**src/rtl/screen_fetch.sv**
```systemverilog
// Hack screen fetcher: one VRAM word per 16 pixels, serialised LSB-first.
// Define SCREEN_FETCH_UNDERRUN_EN to enable the sticky underrun flag.
module screen_fetch #(
    parameter int X0        = 64,
    parameter int Y0        = 112,
    parameter int FETCH_LAT = 3
) (
    input  logic        clk,
    input  logic        reset_n,
    input  logic        line_start,
    input  logic [9:0]  pix_x,
    input  logic [9:0]  pix_y,
    input  logic        de,
    output logic        p_read,
    output logic [12:0] p_addr,
    input  logic [15:0] p_dout,
    output logic        pixel,
    output logic        pixel_valid,
    output logic        underrun
);

    typedef enum logic [1:0] {IDLE, PRIME, STREAM} state_t;

    state_t state, state_d;

    logic [7:0]           row;
    logic [4:0]           col;
    logic                 last;
    logic [FETCH_LAT-1:0] dl;
    logic [15:0]          next_word;
    logic [15:0]          sh;
    logic [15:0]          word;
    logic                 next_valid;
    logic                 drop;
    logic [12:0]          addr_q;
    logic [10:0]          xoff;
    logic [10:0]          yoff;
    logic                 x_in;
    logic                 y_in;
    logic                 load;
    logic                 late;
    logic                 cap;
    logic                 at_end;
    logic                 show;

    assign xoff   = {1'b0, pix_x} - 11'(X0);
    assign yoff   = {1'b0, pix_y} - 11'(Y0);
    assign x_in   = xoff < 11'd512;
    assign y_in   = yoff < 11'd256;
    assign load   = (state == STREAM) && de && x_in && !last &&
                    !line_start && (xoff[8:0] == {col, 4'b0});
    assign late   = load && !next_valid;
    assign cap    = dl[FETCH_LAT-1];
    assign word   = next_valid ? next_word : 16'h0000;
    assign at_end = de && x_in && (xoff[8:0] == 9'd511);
    assign show   = (state == STREAM) && de && x_in && y_in;

    always_comb begin
        state_d = state;
        p_read  = 1'b0;
        p_addr  = addr_q;
        unique case (state)
            IDLE: begin
                if (line_start && y_in) state_d = PRIME;
            end
            PRIME: begin
                if (line_start) begin
                    state_d = y_in ? PRIME : IDLE;
                end else begin
                    p_read  = 1'b1;
                    p_addr  = {row, 5'd0};
                    state_d = STREAM;
                end
            end
            STREAM: begin
                if (line_start) begin
                    state_d = y_in ? PRIME : IDLE;
                end else if (load) begin
                    if (col != 5'd31) begin
                        p_read = 1'b1;
                        p_addr = {row, col + 5'd1};
                    end
                end else if (last && at_end) begin
                    state_d = IDLE;
                end
            end
            default: state_d = IDLE;
        endcase
    end

    always_ff @(posedge clk or negedge reset_n) begin
        if (!reset_n) begin
            state       <= IDLE;
            addr_q      <= '0;
            row         <= '0;
            col         <= '0;
            last        <= 1'b0;
            dl          <= '0;
            next_word   <= '0;
            next_valid  <= 1'b0;
            drop        <= 1'b0;
            sh          <= '0;
            pixel       <= 1'b0;
            pixel_valid <= 1'b0;
        end else begin
            state       <= state_d;
            addr_q      <= p_addr;
            pixel_valid <= de && x_in && y_in;
            if (load) begin
                pixel <= show & word[0];
                sh    <= {1'b0, word[15:1]};
            end else begin
                pixel <= show & sh[0];
                sh    <= {1'b0, sh[15:1]};
            end
            if (line_start) begin
                dl         <= '0;
                next_valid <= 1'b0;
                drop       <= 1'b0;
                if (y_in) begin
                    row  <= yoff[7:0];
                    col  <= '0;
                    last <= 1'b0;
                end
            end else begin
                dl <= {dl[FETCH_LAT-2:0], p_read};
                if (load) begin
                    last <= (col == 5'd31);
                    if (col != 5'd31) col <= col + 5'd1;
                end
                // A word that missed its slot is discarded when it lands
                if (cap && drop) begin
                    drop <= late && |dl[FETCH_LAT-2:0];
                    if (load) next_valid <= 1'b0;
                end else if (cap && !late) begin
                    next_word  <= p_dout;
                    next_valid <= 1'b1;
                end else if (load) begin
                    next_valid <= 1'b0;
                    if (late && !cap) drop <= |dl;
                end
            end
        end
    end

`ifdef SCREEN_FETCH_UNDERRUN_EN
    always_ff @(posedge clk or negedge reset_n) begin
        if (!reset_n) underrun <= 1'b0;
        else if (late) underrun <= 1'b1;
    end
`else
    assign underrun = 1'b0;
`endif

endmodule

```
**config.mk**
```make
export PLATFORM = sky130hd
export DESIGN_NAME = screen_fetch
export DESIGN_NICKNAME = d
export VERILOG_FILES = /design/src/rtl/screen_fetch.sv
export SDC_FILE = /design/constraint.sdc
export NUM_CORES = 1
export LEC_CHECK = 0
export CAP_MARGIN = 10
export CORE_AREA = 2 2 89 108
export DETAILED_ROUTE_END_ITERATION = 8
export DIE_AREA = 0 0 91 110
export MAX_ROUTING_LAYER = met4
export PLACE_DENSITY = 0.71
export SLEW_MARGIN = 5
export SYNTH_ARGS = -nofsm -noshare
export SYNTH_HDL_FRONTEND = slang
export SYNTH_SLANG_ARGS = --single-unit
```
**constraint.sdc**
```tcl
create_clock -name clk -period 5.3 [get_ports clk]
set_input_delay 0.795 -clock clk [delete_from_list [all_inputs] [get_ports clk]]
set_output_delay 0.795 -clock clk [all_outputs]
set_load 0.05 [all_outputs]
```
* Yosys cells after proc, flatten, opt, wreduce, memory -nomap -nowiden
Index checks and enable logic that the tools add are counted.
Operators by class: $add $sub $neg 3, multipliers 0, div/mod/pow operators 0, $lt $le $gt $ge 2, equality and inequality tests 11, shift operators 0, muxes and demuxes 37, bitwise gates (word level) 4, reductions and logical operators 34
Operator list (number):
- two-way mux 13 bit | 4
- one-hot mux 13 bit (2 select lines) | 1
- subtractor 10 x 7 -> 11 bit (second input constant) | 2
- two-way mux 5 bit | 4
- two-way mux 1 bit | 18
- logical AND 1 bit | 16
- two-way mux 16 bit | 1
- two-way mux 15 bit | 1
- AND reduction 3 bit | 4
- less-than comparator 11 x 10 -> 1 bit (second input constant) | 1
- less-than comparator 11 x 9 -> 1 bit (second input constant) | 1
- two-way mux 2 bit | 5
- equality test 9 bit | 1
- equality test 9 bit (second input constant) | 1
- != test 3 bit (second input constant) | 2
- one-hot mux 2 bit (3 select lines) | 1
- nonzero test 3 bit | 2
- adder 5 x 1 -> 5 bit (second input constant) | 1
- equality test 5 bit (second input constant) | 1
- logical NOT 1 bit | 5
- != test 5 bit (second input constant) | 1
- AND reduction 2 bit | 2
- nonzero test 2 bit | 2
- two-way mux 3 bit | 1
- other kinds (11) | 13
Word-level totals: register bits after elaboration 68, bits in latches 0, memory bits (writable) 0, ROM bits 0, input bits 40, output and inout bits 17, word-level logic and storage cells 103, memories kept 0

* Longest topological paths before layout
Gate-level depths: netlist of run 1.
depth after elaboration 13, mapped depth 10

* Worst setup path before layout of run 1
No wires, ideal clock.
path kind input to output, from in pix_x[0], to out p_addr[10], arrival 2.886 ns, data required time 4.505 ns, setup slack 1.619 ns, cell stages on the path 6, buffers on the path 1, cells stage by stage or4_1 or3_4 a2111oi_4 buf_2 nand3_1 o211ai_1
Between the ends: longest elaborated chain between the ends 9
RTL lines:
- start: declaration | RTL line 11 | input logic [9:0] pix_x,
- subtractor 10 x 7 -> 11 bit (*) | RTL line 46 | assign xoff = {1'b0, pix_x} - 11'(X0);
- less-than comparator 11 x 10 -> 1 bit | RTL line 48 | assign x_in = xoff < 11'd512;
- logical AND 1 bit (3 in series) | RTL line 50 | assign load = (state == STREAM) && de && x_in && !last &&
- logical AND 1 bit (*) | RTL line 51 | !line_start && (xoff[8:0] == {col, 4'b0});
- two-way mux 13 bit (*) | RTL line 78 | end else if (load) begin
- two-way mux 13 bit (*) | RTL line 76 | if (line_start) begin
- one-hot mux 13 bit (2 select lines) (*) | RTL line 62 | unique case (state)
- end: declaration | RTL line 15 | output logic [12:0] p_addr,
Mark *: on every way between the ends. The rest lies on a longest branch, timed or not.

* Worst setup path in the final report of run 1
from in pix_x[6], to out p_addr[9]
The elaborated chain is that of the path after synthesis.

==> results of run 1 <==
## synth_stat cells, types with 2 or more instances
master / instances / share of area
a2111oi_4: 2 / 0.016
a21oi_1: 8 / 0.011
a22o_1: 6 / 0.015
a32oi_1: 2 / 0.0050
and3_1: 2 / 0.0036
buf_2: 4 / 0.0057
buf_6: 2 / 0.0064
clkbuf_1: 10 / 0.011
dfrtp_1: 67 / 0.48
ha_1: 9 / 0.032
inv_1: 9 / 0.0097
mux2_2: 14 / 0.045
mux2_4: 10 / 0.043
mux2i_1: 6 / 0.017
nand2_1: 62 / 0.067
nand2b_1: 5 / 0.0089
nand3_1: 16 / 0.023
nand3b_1: 3 / 0.0064
nand4_1: 3 / 0.0054
nor2_1: 7 / 0.0075
nor2b_1: 11 / 0.020
nor3_1: 3 / 0.0043
o211ai_1: 11 / 0.024
o21a_1: 3 / 0.0064
o21ai_0: 4 / 0.0057
o21ai_1: 14 / 0.020
o21bai_1: 2 / 0.0043
or3_1: 2 / 0.0036
xnor2_1: 5 / 0.013
xor2_1: 4 / 0.010
## logic make-up after synthesis
logic type               share of synthesized area
multiplexers                                 0.105
XOR/XNOR                                    0.0225
other                                      0.00107
AO/OA/AOI/OAI                                0.136
adder cells (fa/ha/maj)                     0.0322
buffers and inverters                       0.0458
AND/OR/NAND/NOR                              0.178
flip-flops                                   0.479
## critical path: stages
cell,delay (ns)
clkdlybuf4s50_1,0.56
inv_1,0.09
ha_1,0.25
xnor2_1,0.22
nand4b_1,0.31
a2111o_2,0.55
nor2_4,0.22
o211ai_1,0.17
clkdlybuf4s50_1,0.74
## worst paths after layout
path | from | end | slack (ns) | depth (start not counted)
worst max-delay path | pix_x[6] | p_addr[9] | 0.60 | 9
worst min-delay path | sh[11]$_DFF_PN0_ | sh[10]$_DFF_PN0_ | 0.46 | 2
min in group asynchronous | reset_n | next_word[11]$_DFFE_PN0P_ | 0.64 | 2
worst max register to register | last$_DFFE_PN0P_ | next_word[0]$_DFFE_PN0P_ | 2.33 | 5
worst min register to register | sh[11]$_DFF_PN0_ | sh[10]$_DFF_PN0_ | 0.46 | 2
max in group asynchronous | reset_n | row[5]$_DFFE_PN0P_ | 4.11 | 2
## registers in the layout (all words and copies together) (netlist names)
| signal | count |
|---|---|
| addr_q | 13 |
| next_word | 16 |
| col | 5 |
| row | 8 |
| pixel | 1 |
| state | 2 |
| pixel_valid | 1 |
| drop | 1 |
| last | 1 |
| dl | 3 |
| next_valid | 1 |
| sh | 15 |
## routing by layer
metal,track usage,vias to the layer above,share of wire
li1,-,1270,-
met1,0.205,1281,0.45
met2,0.262,58,0.49
met3,0.0272,18,0.037
met4,0.0758,0,0.023
met5,-,-,0
## power groups by stage
stage          logic (mW)  clock network (mW)  registers (mW)
4_1_cts             0.516               0.485           0.676
3_3_place_gp        0.502                   0           0.681
6_report            0.508               0.478           0.676
2_1_floorplan       0.364                   0           0.668
3_5_place_dp        0.512                   0           0.686
5_1_grt             0.549               0.513           0.688
## layout make-up
cell class,count,share of cell area
inverter,9,0.00781
clock inverter,6,0.0205
clock buffer,10,0.0318
multi-input combinational,237,0.385
tap,120,0.0347
timing repair buffer,61,0.132
sequential,67,0.388
==> impl_metrics.ini, run 1 <==
[run_status]
outcome = complete, no violations

[final_layout]
nets = 434
finalNonFillerCells = 510
mostFrequentLayoutCells = dfrtp_1 (67), nand2_1 (62), clkdlybuf4s50_1 (41)
regArea_mm2 = 0.00168
fin_util = 0.484
fillers = 870
mostFrequentLayoutCell = dfrtp_1
drive_above_1_share = 0.182
antenna_cells = 0
multi_input_area_mm2 = 0.00167
final_cell_area_mm2 = 0.00432
syn_to_final_growth_pct = 23.6

[yosys]
synth_nets = 382
synth.avg_cell_area_um2 = 10.5
synth_edf_count = 0
yosysWarnings = 0
synth.distinct_cells = 57
yosysSeqAreaShare = 0.479
syn-instance-count = 333
ys_seq_elements = 67
synthArstFlopShare = 1.00
syn_area_mm2 = 0.00350
synth_flop_cell = dfrtp_1

[clock_tree]
clock-sinks = 67
holdBufCountCts = 0
cts_tree = built
ctsResizeCount = 0
cts_post_setup_buffers_inserted = 0
worst_skew_pair.late_latency_ns = 0.34
clk_path_buf_depth = 2
cts_max_level = 3
root_buffer = clkbuf_8
cts_buffers = 9
clk_pin_slew_ns = 0.07

[detailed_routing]
viasPerCell = 5.15
post-route-drc-count = 0
drtIter0Drc = 107
wl_per_cell_um = 14.8
totalWireLength_um = 7560
vias = 2627
drtAntennaViolNets = 0
firstDrtPassIters = 7

[floorplanning]
ios = 57
die_y_um = 110
die_w_um = 91
num_rows = 38
die_area_mm2 = 0.0100
core-area_mm2 = 0.00894
initial_utilization = 0.391

[grt]
grt_max_degree = 68
grt.total_usage = 0.163
grt_pass1_vias = 2583
overflow = 0
grt_pass1_wl_um = 12600
antenna_found_initial = 0

[timing]
fin_crit_ns = 4.70
finalHoldViolations = 0
setup_ws_ns = 0.604
min_period_over_period = 0.886
timing.fmax_mhz = 213
fin_skew_ns = 0.00952
worst_hold_slack_ns = 0.460
max_slew_margin = 0.379
fin_setup_tns_ns = 0
rsz0062_at_grt = no
tightest_slew_ns = 0.931
finalSetupViolCount = 0
drv_slew = 0

[power_and_ir_drop]
pwr-share-clk = 0.288
power.internal_mw = 1.12
power_density_mw_per_mm2 = 385
switching_share = 0.328
finalPower_mw = 1.66
p_seq_frac = 0.407
vdd_ir_drop_max_v = 0.000206
pwr-share-comb = 0.305
cellLeakagePower_nw = 1.86
netSwitchingPower_uw = 545

[place]
dp_hpwl_um = 5290
dp_cells = 494
post-place-ws_ns = 0.615
gp_congestion = 0.847
io_buffers = 55
placed_cell_area_mm2 = 0.00410

[setup_path]
required_ns = 4.51
cp.arrival_ns = 3.90
critPathMaxFanout = 7
critPathKind = in2out
start_kind = primary input
cp-end-kind = output pin

[min_path]
hold_path.class = reg2reg

[job]
cap_viol_max_count = 0
Power figures use the tool's default switching activity.
==> run 2: changes to the inputs <==
--- a/config.mk
+++ b/config.mk
@@ -5,10 +5,10 @@
 export SDC_FILE = /design/constraint.sdc
 export NUM_CORES = 1
 export LEC_CHECK = 0
-export CAP_MARGIN = 10
-export CORE_AREA = 2 2 89 108
+export CAP_MARGIN = 40
+export CORE_AREA = 2 2 70 138
 export DETAILED_ROUTE_END_ITERATION = 8
-export DIE_AREA = 0 0 91 110
+export DIE_AREA = 0 0 72 140
 export MAX_ROUTING_LAYER = met4
 export PLACE_DENSITY = 0.71
 export SLEW_MARGIN = 5
==> run 2 against run 1 <==
Maximum frequency increased by 0.19%. Clock-buffer cell count increased by 2. Sequential power hardly changed. Clock power grew 36%. Non-clock buffer count rose by 3. Cell area is 5.0% higher. Largest cell class unchanged.
==> impl_metrics.ini, run 2 (synthesized netlist as in run 1, its figures left out) <==
[clock_tree]
cts_max_level = 3
cts_tree = built
clk_path_buf_depth = 2
ctsResizeCount = 0
holdBufCountCts = 0
root_buffer = clkbuf_16
worst_skew_pair.late_latency_ns = 0.33
cts_buffers = 9
clk_pin_slew_ns = 0.05
cts_post_setup_buffers_inserted = 0
clock-sinks = 67

[detailed_routing]
totalWireLength_um = 8030
vias = 2642
wl_per_cell_um = 16.2
post-route-drc-count = 0
drtAntennaViolNets = 0
firstDrtPassIters = 4
drtIter0Drc = 114
viasPerCell = 5.34

[timing]
finalSetupViolCount = 0
tightest_slew_ns = 0.753
max_slew_margin = 0.485
rsz0062_at_grt = no
min_period_over_period = 0.884
drv_slew = 0
finalHoldViolations = 0
fin_crit_ns = 4.69
fin_setup_tns_ns = 0
fin_skew_ns = 0.00611
timing.fmax_mhz = 213

[final_layout]
final_cell_area_mm2 = 0.00454
nets = 437
finalNonFillerCells = 495
syn_to_final_growth_pct = 29.8
mostFrequentLayoutCell = dfrtp_1
largest_register_ff_count = 16
fin_util = 0.504
antenna_cells = 0
drive_above_1_share = 0.186
largestRegisters = next_word (16), sh (15), addr_q (13)
top_register = next_word
mostFrequentLayoutCells = dfrtp_1 (67), nand2_1 (62), clkdlybuf4s50_1 (41)

[setup_path]
cp_slowest_cell = clkdlybuf4s50_1
cp_cell_sequence = clkdlybuf4s50_1 > inv_1 > ha_1 > xnor2_1 > nand4b_1 > a2111o_2 > nor2_4 > o211ai_1 > clkdlybuf4s50_1
cp.arrival_ns = 3.89
critPathMaxFanout = 7
critPathKind = in2out
required_ns = 4.51
cp-end-kind = output pin
slowest_delay_ns = 0.73
start_kind = primary input
path_common_cell = clkdlybuf4s50_1

[power_and_ir_drop]
vdd_ir_drop_max_v = 0.000294
cellLeakagePower_nw = 1.96
power_density_mw_per_mm2 = 416

[place]
gp_congestion = 0.850
dp_cells = 479
placed_cell_area_mm2 = 0.00421
io_buffers = 55
dp_hpwl_um = 5840

[grt]
grt_pass1_vias = 2835
grt_max_degree = 52
grt_pass1_wl_um = 13600
antenna_found_initial = 0
grt.total_usage = 0.179
overflow = 0

[floorplanning]
core-area_mm2 = 0.00901
die_w_um = 72
num_rows = 49
die_area_mm2 = 0.0101
ios = 57
die_y_um = 140
initial_utilization = 0.388

[run_status]
outcome = complete, no violations

[job]
cap_viol_max_count = 0

[min_path]
hold_path.class = in2async
-- run 2: stage by stage --
step / setup slack, ns / hold slack, ns / total power [mW]
after global placement: 0.722 / 0.435 / 1.23
after floorplan: 1.62 / 0.431 / 1.03
final: 0.613 / 0.422 / 1.89
after detailed placement: 0.643 / 0.453 / 1.25
after global routing: 0.445 / 0.436 / 1.98
after CTS: 0.608 / 0.422 / 1.91
-- run 2: report_power, final --
part	internal, mW	switching, mW
combinational	0.265	0.296
clock	0.436	0.215
sequential	0.615	0.0617
-- run 2: final cells by class --
type                       instances  area [µm²]
clock buffer                      12         256
clock inverter                     4        72.6
tap                              102         128
multi-input combinational        237        1670
timing repair buffer              64         708
fill                             793        4470
inverter                           9        33.8
sequential                        67        1680
-- run 2: critical path, delay by kind of cell --
kind                       cells  cell delay, ns
xor gates and xnor gates       1            0.24
buffers and inverters          3            1.38
AOI/OAI and AO/OA              2            0.69
and+or+nand+nor                2            0.52
adders and majority gates      1            0.26
-- run 2: routing by layer --
layer  up-vias  part of all wire  global-route usage
li1       1279                 -                   -
met1      1284              0.38               0.187
met2        60              0.55               0.312
met3        19             0.035              0.0410
met4         0             0.030              0.0834
met5         -                 0                   -
-- run 2: final timing paths --
check	startpoint	to	slack (ns)	cells after the start
setup / recovery	pix_x[6]	p_addr[9]	0.61	9
hold / removal	reset_n	next_word[12]$_DFFE_PN0P_	0.42	2
setup reg to reg	last$_DFFE_PN0P_	next_word[4]$_DFFE_PN0P_	2.53	6
hold reg to reg	sh[5]$_DFF_PN0_	sh[4]$_DFF_PN0_	0.46	2
max in group asynchronous	reset_n	addr_q[3]$_DFF_PN0_	4.35	3
min in group clk	sh[5]$_DFF_PN0_	sh[4]$_DFF_PN0_	0.46	2
==> run 3: changes to the inputs <==
==> constraint.sdc (replaced) <==
create_clock -name clk -period 5.5 [get_ports clk]
set_input_delay 0.825 -clock clk [delete_from_list [all_inputs] [get_ports clk]]
set_output_delay 0.825 -clock clk [all_outputs]
set_load 0.01 [all_outputs]
==> run 3 against run 2 <==
Combinational power fell by 27%. Register-to-register slack improved by 0.29 ns. Clock power fell by 12%. Total power fell by 13%. Largest cell class unchanged.
==> impl_metrics.ini, run 3 (synthesized netlist as in run 1, its figures left out) <==
[setup_path]
reg2reg_slack_ns = 2.82
critPathKind = in2out
cp.arrival_ns = 3.78
critPathMaxFanout = 24
r2r_start = last$_DFFE_PN0P_
r2r_cells = 6
crit_start = pix_x[6]
cp-end-kind = output pin
worstReg2RegEnd = next_word[5]$_DFFE_PN0P_
required_ns = 4.68
start_kind = primary input

[final_layout]
largest_register_ff_count = 16
drive_above_1_share = 0.146
mostFrequentLayoutCells = dfrtp_1 (67), nand2_1 (62), clkdlybuf4s50_1 (54)
nets = 436
top_register = next_word
antenna_cells = 0
largestRegisters = next_word (16), sh (15), addr_q (13)
mostFrequentLayoutCell = dfrtp_1
syn_to_final_growth_pct = 27.1
fillers = 826

[grt]
overflow = 0
antenna_found_initial = 0
busiest_layer = met2
met3_usage = 0.0410
grt.total_usage = 0.176
grt_util_met2 = 0.305
grt_max_degree = 62
met1_usage = 0.166
grt_pass1_wl_um = 13100
grt_pass1_vias = 2882

[detailed_routing]
wl_per_cell_um = 16.1
drtIter0Drc = 158
post-route-drc-count = 0
firstDrtPassIters = 4
totalWireLength_um = 7950
vias = 2678
viasPerCell = 5.43
drtAntennaViolNets = 0

[job]
cap_viol_max_count = 0

[timing]
finalHoldViolations = 0
max_slew_margin = 0.491
fin_crit_ns = 4.61
timing.fmax_mhz = 217
min_period_over_period = 0.838
rsz0062_at_grt = no
fin_skew_ns = 0.00554
drv_slew = 0
tightest_slew_ns = 0.744
fin_setup_tns_ns = 0
setup_ws_ns = 0.891
finalSetupViolCount = 0

[clock_tree]
holdBufCountCts = 0
cts_buffers = 9
ctsResizeCount = 0
worst_skew_pair.late_latency_ns = 0.33
cts_post_setup_buffers_inserted = 0
clk_path_buf_depth = 2
cts_tree = built
root_buffer = clkbuf_16
clk_pin_slew_ns = 0.05
clock-sinks = 67
cts_max_level = 3

[floorplanning]
ios = 57
die_w_um = 72
die_area_mm2 = 0.0101
die_y_um = 140
core-area_mm2 = 0.00901
initial_utilization = 0.388
num_rows = 49

[place]
io_buffers = 55
post-place-ws_ns = 0.909
gp_congestion = 0.859
dp_hpwl_um = 5820

[run_status]
outcome = complete, no violations

[power_and_ir_drop]
cellLeakagePower_nw = 1.90
finalPower_mw = 1.64
vdd_ir_drop_max_v = 0.000229
power_density_mw_per_mm2 = 368

[min_path]
hold_path.class = in2async
## run 3: layer usage
| metal | up-vias | part of all wire |
|---|---|---|
| li1 | 1276 | - |
| met1 | 1304 | 0.36 |
| met2 | 72 | 0.55 |
| met3 | 26 | 0.044 |
| met4 | 0 | 0.044 |
| met5 | - | 0 |
## run 3: through the flow
stage          hold WS, ns   util  std cells  area [µm²]
6_report             0.395  0.493        493        4440
5_1_grt              0.399  0.493        493        4440
4_1_cts              0.390  0.493        493        4440
3_5_place_dp         0.445  0.460        478        4150
3_3_place_gp         0.437  0.454        476        4090
2_1_floorplan        0.431      -        333        3500
## run 3: cell type report
type / count / area [µm²] / share of cell area
repair buffers: 63 / 646 / 0.145
clock inverters: 2 / 35.0 / 0.00788
clock buffers: 13 / 260 / 0.0586
well taps: 102 / 128 / 0.0287
inverters: 9 / 33.8 / 0.00760
multi-input cells: 237 / 1670 / 0.375
flip-flops and latches: 67 / 1680 / 0.377
## run 3: how the worst max path moves through the flow
stage	endpoint	slack, ns
detailed placement	p_addr[7]	0.91
finish	p_addr[7]	0.89
floorplan	p_addr[10]	2.08
global route	p_addr[7]	0.68
CTS	p_addr[7]	0.90
global placement	p_addr[7]	0.94
## run 3: power by group
| part | internal (mW) | switching [mW] |
|---|---|---|
| combinational | 0.220 | 0.190 |
| clock | 0.372 | 0.199 |
| sequential | 0.593 | 0.0624 |
## run 3: worst max-delay path, cell delays in order
cell,delay [ns]
clkdlybuf4s50_1,0.56
inv_1,0.09
ha_1,0.25
xnor2_1,0.21
nand4b_1,0.30
a2111oi_4,0.36
buf_4,0.30
nand3_1,0.11
o211ai_1,0.17
clkdlybuf4s50_1,0.60
